[src/rtl/badge_uart_pkg.sv]
`default_nettype none
// +----------------------------------------------------------------------+
// | badge_uart_pkg                                                       |
// | Command letters, reset mask and FSM encodings of the cat protocol.   |
// | Rev 1.0                                                              |
// +----------------------------------------------------------------------+
package badge_uart_pkg;

  localparam int NUM_CATS = 8;

  localparam logic [7:0] CMD_OFF_BASE   = 8'h41;
  localparam logic [7:0] CMD_ON_BASE    = 8'h61;
  localparam logic [7:0] CAT_RESET_MASK = 8'hFF;

  localparam logic [1:0] ST_IDLE = 2'd0;
  localparam logic [1:0] ST_SCAN = 2'd1;
  localparam logic [1:0] ST_SEND = 2'd2;
  localparam logic [1:0] ST_FIN  = 2'd3;

  function automatic logic [7:0] cmd_byte(input logic on, input logic [2:0] idx);
    return (on ? CMD_ON_BASE : CMD_OFF_BASE) + {5'd0, idx};
  endfunction

endpackage
`default_nettype wire

[src/rtl/cat_cmd_tx_if.sv]
`default_nettype none
// +----------------------------------------------------------------------+
// | cat_cmd_tx_if                                                        |
// | Request/status bundle between a controller and cat_cmd_tx.           |
// | Rev 1.0                                                              |
// +----------------------------------------------------------------------+
interface cat_cmd_tx_if;
  import badge_uart_pkg::*;

  logic [NUM_CATS-1:0] target;
  logic                update;
  logic                force_all;
  logic                tx;
  logic                busy;
  logic                done;
  logic [NUM_CATS-1:0] shadow;

  modport master (output target, update, force_all,
                  input  tx, busy, done, shadow);
  modport slave  (input  target, update, force_all,
                  output tx, busy, done, shadow);
endinterface
`default_nettype wire

[src/rtl/cat_cmd_tx_uart_tx_byte.sv]
`default_nettype none
// +----------------------------------------------------------------------+
// | uart_tx_byte                                                         |
// | 8N1 serialiser; start pulses while a frame is in flight are ignored. |
// | Rev 1.0                                                              |
// +----------------------------------------------------------------------+
module uart_tx_byte #(
  parameter int CLKS_PER_BIT = 868
) (
  input  wire logic       clk,
  input  wire logic       reset,
  input  wire logic       start,
  input  wire logic [7:0] data,
  output logic            tx,
  output logic            busy,
  output logic            done
);
  localparam int              c_baud_w = (CLKS_PER_BIT > 1) ? $clog2(CLKS_PER_BIT) : 1;
  localparam logic [c_baud_w-1:0] c_baud_last = c_baud_w'(CLKS_PER_BIT - 1);

  logic [c_baud_w-1:0] r_baud;
  logic [3:0]          r_bit;
  logic [8:0]          r_shift;
  logic                r_tx;
  logic                r_busy;
  logic                w_bit_end;

  assign w_bit_end = (r_baud == c_baud_last);

  // r_bit 0 is the start bit, 1..8 data, 9 the stop bit
  always_ff @(posedge clk) begin
    if (!reset) begin
      r_tx    <= 1'b1;
      r_busy  <= 1'b0;
      r_baud  <= '0;
      r_bit   <= '0;
      r_shift <= '1;
    end else if (!r_busy) begin
      if (start) begin
        r_busy  <= 1'b1;
        r_tx    <= 1'b0;
        r_shift <= {1'b1, data};
        r_baud  <= '0;
        r_bit   <= '0;
      end
    end else if (w_bit_end) begin
      r_baud <= '0;
      if (r_bit == 4'd9) begin
        r_busy <= 1'b0;
        r_tx   <= 1'b1;
      end else begin
        r_bit   <= r_bit + 4'd1;
        r_tx    <= r_shift[0];
        r_shift <= {1'b1, r_shift[8:1]};
      end
    end else begin
      r_baud <= r_baud + 1'b1;
    end
  end

  assign tx   = r_tx;
  assign busy = r_busy;
  assign done = r_busy && w_bit_end && (r_bit == 4'd9);
endmodule
`default_nettype wire

[src/rtl/cat_cmd_tx.sv]
`default_nettype none
// +----------------------------------------------------------------------+
// | cat_cmd_tx                                                           |
// | Sends 'A'..'H' / 'a'..'h' commands to bring a remote cat mask in sync.|
// | Rev 1.0                                                              |
// +----------------------------------------------------------------------+
module cat_cmd_tx
  import badge_uart_pkg::*;
#(
  parameter int CLKS_PER_BIT = 868
) (
  input  wire logic   clk,
  input  wire logic   reset,
  cat_cmd_tx_if.slave bus
);
  logic [1:0]          r_state;
  logic [1:0]          w_next;
  logic [2:0]          r_idx;
  logic [NUM_CATS-1:0] r_shadow;
  logic [NUM_CATS-1:0] r_tgt;
  logic [NUM_CATS-1:0] r_pend_tgt;
  logic                r_frc;
  logic                r_pend_valid;
  logic                r_pend_frc;
  logic                r_done;
  logic                w_strobe;
  logic                w_need;
  logic                w_byte_start;
  logic                w_fin_done;
  logic                w_byte_done;
  logic                w_uart_busy;
  logic                w_tx;
  logic [7:0]          w_byte;

  assign w_strobe = bus.update | bus.force_all;
  assign w_need   = r_frc | (r_tgt[r_idx] != r_shadow[r_idx]);

  always_ff @(posedge clk) begin
    if (!reset) r_state <= ST_IDLE;
    else        r_state <= w_next;
  end

  always_comb begin
    w_next = r_state;
    case (r_state)
      ST_IDLE: if (w_strobe) w_next = ST_SCAN;
      ST_SCAN: begin
        if (w_need)               w_next = ST_SEND;
        else if (r_idx == 3'd7)   w_next = ST_FIN;
      end
      ST_SEND: if (w_byte_done) w_next = (r_idx == 3'd7) ? ST_FIN : ST_SCAN;
      ST_FIN:  w_next = (r_pend_valid || w_strobe) ? ST_SCAN : ST_IDLE;
      default: w_next = ST_IDLE;
    endcase
  end

  // A strobe landing in FIN is served at once instead of being lost
  always_comb begin
    w_byte_start = (r_state == ST_SCAN) && w_need;
    w_byte       = cmd_byte(r_tgt[r_idx], r_idx);
    w_fin_done   = (r_state == ST_FIN) && !r_pend_valid && !w_strobe;
  end

  always_ff @(posedge clk) begin
    if (!reset) begin
      r_idx        <= '0;
      r_shadow     <= CAT_RESET_MASK;
      r_tgt        <= '0;
      r_frc        <= 1'b0;
      r_pend_valid <= 1'b0;
      r_pend_tgt   <= '0;
      r_pend_frc   <= 1'b0;
      r_done       <= 1'b0;
    end else begin
      r_done <= w_fin_done;
      case (r_state)
        ST_IDLE: begin
          if (w_strobe) begin
            r_tgt <= bus.target;
            r_frc <= bus.force_all;
            r_idx <= '0;
          end
        end
        ST_SCAN, ST_SEND: begin
          if (r_state == ST_SCAN && !w_need && r_idx != 3'd7)
            r_idx <= r_idx + 3'd1;
          if (r_state == ST_SEND && w_byte_done) begin
            r_shadow[r_idx] <= r_tgt[r_idx];
            if (r_idx != 3'd7) r_idx <= r_idx + 3'd1;
          end
          if (w_strobe) begin
            r_pend_valid <= 1'b1;
            r_pend_tgt   <= bus.target;
            r_pend_frc   <= r_pend_frc | bus.force_all;
          end
        end
        ST_FIN: begin
          r_idx <= '0;
          if (r_pend_valid) begin
            r_tgt        <= r_pend_tgt;
            r_frc        <= r_pend_frc;
            r_pend_valid <= w_strobe;
            r_pend_tgt   <= bus.target;
            r_pend_frc   <= bus.force_all;
          end else if (w_strobe) begin
            r_tgt <= bus.target;
            r_frc <= bus.force_all;
          end
        end
        default: ;
      endcase
    end
  end

  uart_tx_byte #(.CLKS_PER_BIT(CLKS_PER_BIT)) u_uart (
    .clk   (clk),
    .reset (reset),
    .start (w_byte_start),
    .data  (w_byte),
    .tx    (w_tx),
    .busy  (w_uart_busy),
    .done  (w_byte_done)
  );

  assign bus.tx     = w_tx;
  assign bus.busy   = (r_state != ST_IDLE) | w_uart_busy;
  assign bus.done   = r_done;
  assign bus.shadow = r_shadow;
endmodule
`default_nettype wire

[src/flat_wrapper.sv]
// flat-port wrapper written by rule: the top's interface ports become plain ports
module cat_cmd_tx_flat import badge_uart_pkg::*;
#(
  parameter int CLKS_PER_BIT = 868
)
  (clk, reset, bus_target, bus_update, bus_force_all, bus_tx, bus_busy, bus_done, bus_shadow);
  cat_cmd_tx_if bus_i ();
  input  wire logic clk;
  input  wire logic reset;
  input wire logic [$bits(bus_i.target)-1:0] bus_target;
  input wire logic [$bits(bus_i.update)-1:0] bus_update;
  input wire logic [$bits(bus_i.force_all)-1:0] bus_force_all;
  output wire logic [$bits(bus_i.tx)-1:0] bus_tx;
  output wire logic [$bits(bus_i.busy)-1:0] bus_busy;
  output wire logic [$bits(bus_i.done)-1:0] bus_done;
  output wire logic [$bits(bus_i.shadow)-1:0] bus_shadow;
  assign bus_i.target = bus_target;
  assign bus_i.update = bus_update;
  assign bus_i.force_all = bus_force_all;
  assign bus_tx = bus_i.tx;
  assign bus_busy = bus_i.busy;
  assign bus_done = bus_i.done;
  assign bus_shadow = bus_i.shadow;
  cat_cmd_tx #(.CLKS_PER_BIT(CLKS_PER_BIT)) u_core (.clk(clk), .reset(reset), .bus(bus_i));
endmodule
[config.mk]
export PLATFORM = sky130hd
export DESIGN_NAME = cat_cmd_tx_flat
export DESIGN_NICKNAME = d
export VERILOG_FILES = /design/src/rtl/badge_uart_pkg.sv /design/src/rtl/cat_cmd_tx_if.sv /design/src/rtl/cat_cmd_tx_uart_tx_byte.sv /design/src/rtl/cat_cmd_tx.sv /design/src/flat_wrapper.sv
export SDC_FILE = /design/constraint.sdc
export NUM_CORES = 1
export LEC_CHECK = 0
export BUFFER_PORTS_ARGS = -buffer_cell sky130_fd_sc_hd__buf_2
export CORE_UTILIZATION = 36
export CTS_BUF_LIST = sky130_fd_sc_hd__clkbuf_4 sky130_fd_sc_hd__clkbuf_8
export CTS_CLUSTER_SIZE = 24
export DETAILED_ROUTE_END_ITERATION = 12
export HOLD_SLACK_MARGIN = 0.12
export PLACE_DENSITY = 0.53
export SETUP_SLACK_MARGIN = 0.2
export SLEW_MARGIN = 20
export SYNTH_ARGS = -nofsm -noshare
export SYNTH_HDL_FRONTEND = slang
export SYNTH_SLANG_ARGS = --single-unit
[constraint.sdc]
create_clock -name clk -period 4.45 [get_ports clk]
set_input_delay 0.2225 -clock clk [delete_from_list [all_inputs] [get_ports clk]]
set_output_delay 0.2225 -clock clk [all_outputs]
set_load 0.005 [all_outputs]
==> qor.csv <==
metric;value;unit
hold_viol;0;
power_leakage;1.178;nW
worstHoldPathType;in -> reg;
cts_resized;0;
diodes;0;
cp.arrival;3.46;ns
antenna_found_initial;0;
hold_end;u_core.r_pend_tgt[2]$_SDFFE_PN0P_;
pwr-share-comb;33.2;%
vias;2461;
tns;0;ns
io_buffers;22;
grt_setup_unrepaired;false;
grt_pass1_wl;11450;um
yosys-top-cells-area;dfxtp_1 (40%), o21ai_0 (5.1%), nor2_1 (4.5%);
post-route-drc-count;0;
maxCapViolations;0;
clockPowerShare;27.3;%
synth_top_area_share;39.96;%
tritoncts;done;
grt_max_degree;39;
hpwl;4307;um
crit_type;reg -> reg;
grt_pass1_vias;2382;
rows;32;
p_int;1.133;mW
async_flop_share;0;%
synthesis.area;0.002855;mm^2
synthCells;335;
critPathMaxFanout;18;
via_per_inst;5.385;
crit_slowest_cell;a31oi_1;
path_clk_slew;0.07;ns
yosys_warnings;0;
clk_path_buf_depth;2;
htreeDepth;3;
hold_start;bus_target[2];
cts_buffers;9;
period_needed;3.259;ns
drive_gt1_share;14.65;%
final_nets;372;
r2r-start;u_core.r_idx[1]$_SDFFE_PN0P_;
clock-sinks;57;
critPathMaxStageDelay;0.77;ns
critPathCaptureType;flip-flop;
ys_ff_latch;57;
postRouteWirelength;6369;um
gp_congestion;0.7577;
synth-seq-area-share;39.96;%
multi_input_area;0.001563;mm^2
r2r_end;u_core.u_uart.r_baud[0]$_SDFFE_PN0P_;
synth-edff-count;0;
die_x;91.06;um
power_switching;0.6606;mW
syn_to_final_growth;12.45;%
ir_worst_vdd;222.4;uV
status;completed;
drt_iter0_drc;97;
worstPathRequired;4.65;ns
cts-root-buf;clkbuf_8;
clock_latency;0.34;ns
fmax;306.9;MHz
synthDistinctLibCells;55;
start_util;37.14;%
cp-start-kind;flip-flop;
syn_nets;357;
dieHeight;91.06;um
design.core.area;0.007687;mm^2
setup_viol;0;
track_usage;17.29;%
r2r_cells;7;
slew_viol_final;0;
io_pins;23;
skew;0.008797;ns
total_power;1.794;mW
power.density;558.7;mW/mm^2
dr.pass1.iters;4;
finalCritPeriodShare;73.23;%
power_frac_seq;39.5;%
r2r_slack;1.19;ns
hold_path_depth;3;
grt-ovfl-total;0;
regArea;0.001141;mm^2
cp_cell_sequence;mux2_4, a22o_1, a211oi_4, xor2_2, a31oi_1, mux2_2, nor2_1;
fill_cells;808;
die_area;0.008291;mm^2
worst_slew_pin_slew;0.9629;ns
detail-route-antenna-nets;0;
syn_area_per_cell;8.523;um^2
synth-main-ff-cell;dfxtp_1;
swShare;36.83;%
synth_top_area_cell;dfxtp_1;
slew_headroom;35.51;%
wl_per_cell;13.94;um
-- synth_stat cells (3+ instances only) --
master / count
dfxtp_1: 57
nor2_1: 34
nand2_1: 33
o21ai_0: 29
a21oi_1: 20
a31oi_1: 17
clkbuf_1: 13
inv_1: 13
mux2i_1: 12
nand3_1: 11
ha_1: 10
o22ai_1: 8
o311ai_0: 8
buf_2: 4
nand4_1: 4
nor3_1: 4
mux2_2: 3
nand2b_1: 3
nor2b_1: 3
nor3b_1: 3
nor4b_1: 3
o211ai_1: 3
or2_2: 3
-- critical path: cells and delay by family, from the launching register on --
family	cells	cell delay, ns
mux	2	0.64
simple gates	1	0.04
compound gates	3	1.54
xor+xnor	1	0.21
flops	1	0.69
-- flip-flops by register name (all words and copies together), names as in the netlist, 2 cells and up --
register	flops
u_core.u_uart.r_baud	10
u_core.bus.shadow	8
u_core.r_pend_tgt	8
u_core.r_tgt	8
u_core.u_uart.r_shift	8
u_core.u_uart.r_bit	4
u_core.r_idx	3
u_core.r_state	2
-- layout make-up --
cell class	count	share of cell area [%]
Multi-Input combinational cell	245	48.68
Sequential cell	57	35.54
Clock buffer	11	4.521
Timing Repair Buffer	24	4.053
Tap cell	102	3.975
Clock inverter	5	1.715
Inverter	13	1.520
-- layer usage --
| metal | wire length (um) | share of wire [%] | vias up | GRT usage, % |
|---|---|---|---|---|
| met5 | 0 | 0 | - | 0 |
| met4 | 79 | 1.2 | 0 | 6.217 |
| met3 | 250 | 3.9 | 7 | 5.444 |
| met2 | 3053 | 48 | 40 | 28.79 |
| met1 | 2986 | 47 | 1155 | 20.91 |
| li1 | - | - | 1259 | - |
-- power by group through the flow --
| stage | Clock, mW | Combinational, mW | Sequential [mW] |
|---|---|---|---|
| floorplan | 0 | 0.505 | 0.686 |
| global placement | 0 | 0.591 | 0.719 |
| detailed placement | 0 | 0.596 | 0.720 |
| CTS | 0.507 | 0.601 | 0.709 |
| global route | 0.529 | 0.682 | 0.727 |
| finish | 0.490 | 0.595 | 0.708 |
-- cell families (layout without fill, tap and decap cells) --
| logic type | Yosys count | count (layout) | synth area share, % |
|---|---|---|---|
| AO/OA/AOI/OAI | 103 | 103 | 23.49 |
| XOR/XNOR | 3 | 3 | 1.183 |
| multiplexers | 17 | 17 | 6.705 |
| buffers and inverters | 33 | 53 | 5.303 |
| AND/OR/NAND/NOR | 112 | 112 | 18.97 |
| flip-flops | 57 | 57 | 39.96 |
| adder cells (fa/ha/maj) | 10 | 10 | 4.382 |
-- how the worst max path moves through the flow --
stage,slack (ns),to,cells after the start,startpoint
final,1.19,u_core.u_uart.r_baud[0]$_SDFFE_PN0P_,7,u_core.r_idx[1]$_SDFFE_PN0P_
after floorplan,2.07,u_core.u_uart.r_bit[1]$_SDFFE_PN0P_,9,u_core.r_idx[1]$_SDFFE_PN0P_
after detailed placement,1.15,u_core.u_uart.r_baud[0]$_SDFFE_PN0P_,7,u_core.r_idx[1]$_SDFFE_PN0P_
after global placement,1.19,u_core.u_uart.r_baud[0]$_SDFFE_PN0P_,7,u_core.r_idx[1]$_SDFFE_PN0P_
after CTS,1.13,u_core.u_uart.r_baud[0]$_SDFFE_PN0P_,7,u_core.r_idx[1]$_SDFFE_PN0P_
after global routing,0.90,u_core.u_uart.r_baud[0]$_SDFFE_PN0P_,7,u_core.r_idx[1]$_SDFFE_PN0P_
-- cells in the final DEF (no fill, tap or decap), drive strengths merged, types with 3 or more instances in the layout --
cell / count
or2: 3
buf: 22
o21ai: 30
nor4b: 3
ha: 10
nor2b: 3
mux2: 4
nand3: 11
nand2: 34
clkbuf: 11
a31oi: 17
nand2b: 3
a21oi: 20
o22ai: 8
nor3b: 3
o311ai: 8
nor3: 4
nand4: 4
o211ai: 3
inv: 13
nor2: 34
mux2i: 12
dfxtp: 57
-- repair_timing --
action                                 CTS  global route
hold buffers                             2             0
buffers inserted                         0             0
endpoints found under the hold margin    2             0
-- per-stage QoR --
stage | instance area, um^2 | setup slack, ns | hold slack [ns] | util [%] | instances
after floorplan | 2855 | 2.069 | 0.3697 | - | 335
after global placement | 2990 | 1.189 | 0.4511 | 38.90 | 439
after detailed placement | 2990 | 1.154 | 0.4575 | 38.90 | 439
after CTS | 3211 | 1.128 | 0.1231 | 41.76 | 457
after global routing | 3211 | 0.8999 | 0.1546 | 41.76 | 457
final | 3211 | 1.191 | 0.1362 | 41.76 | 457
(Power assumes the default switching activity.)
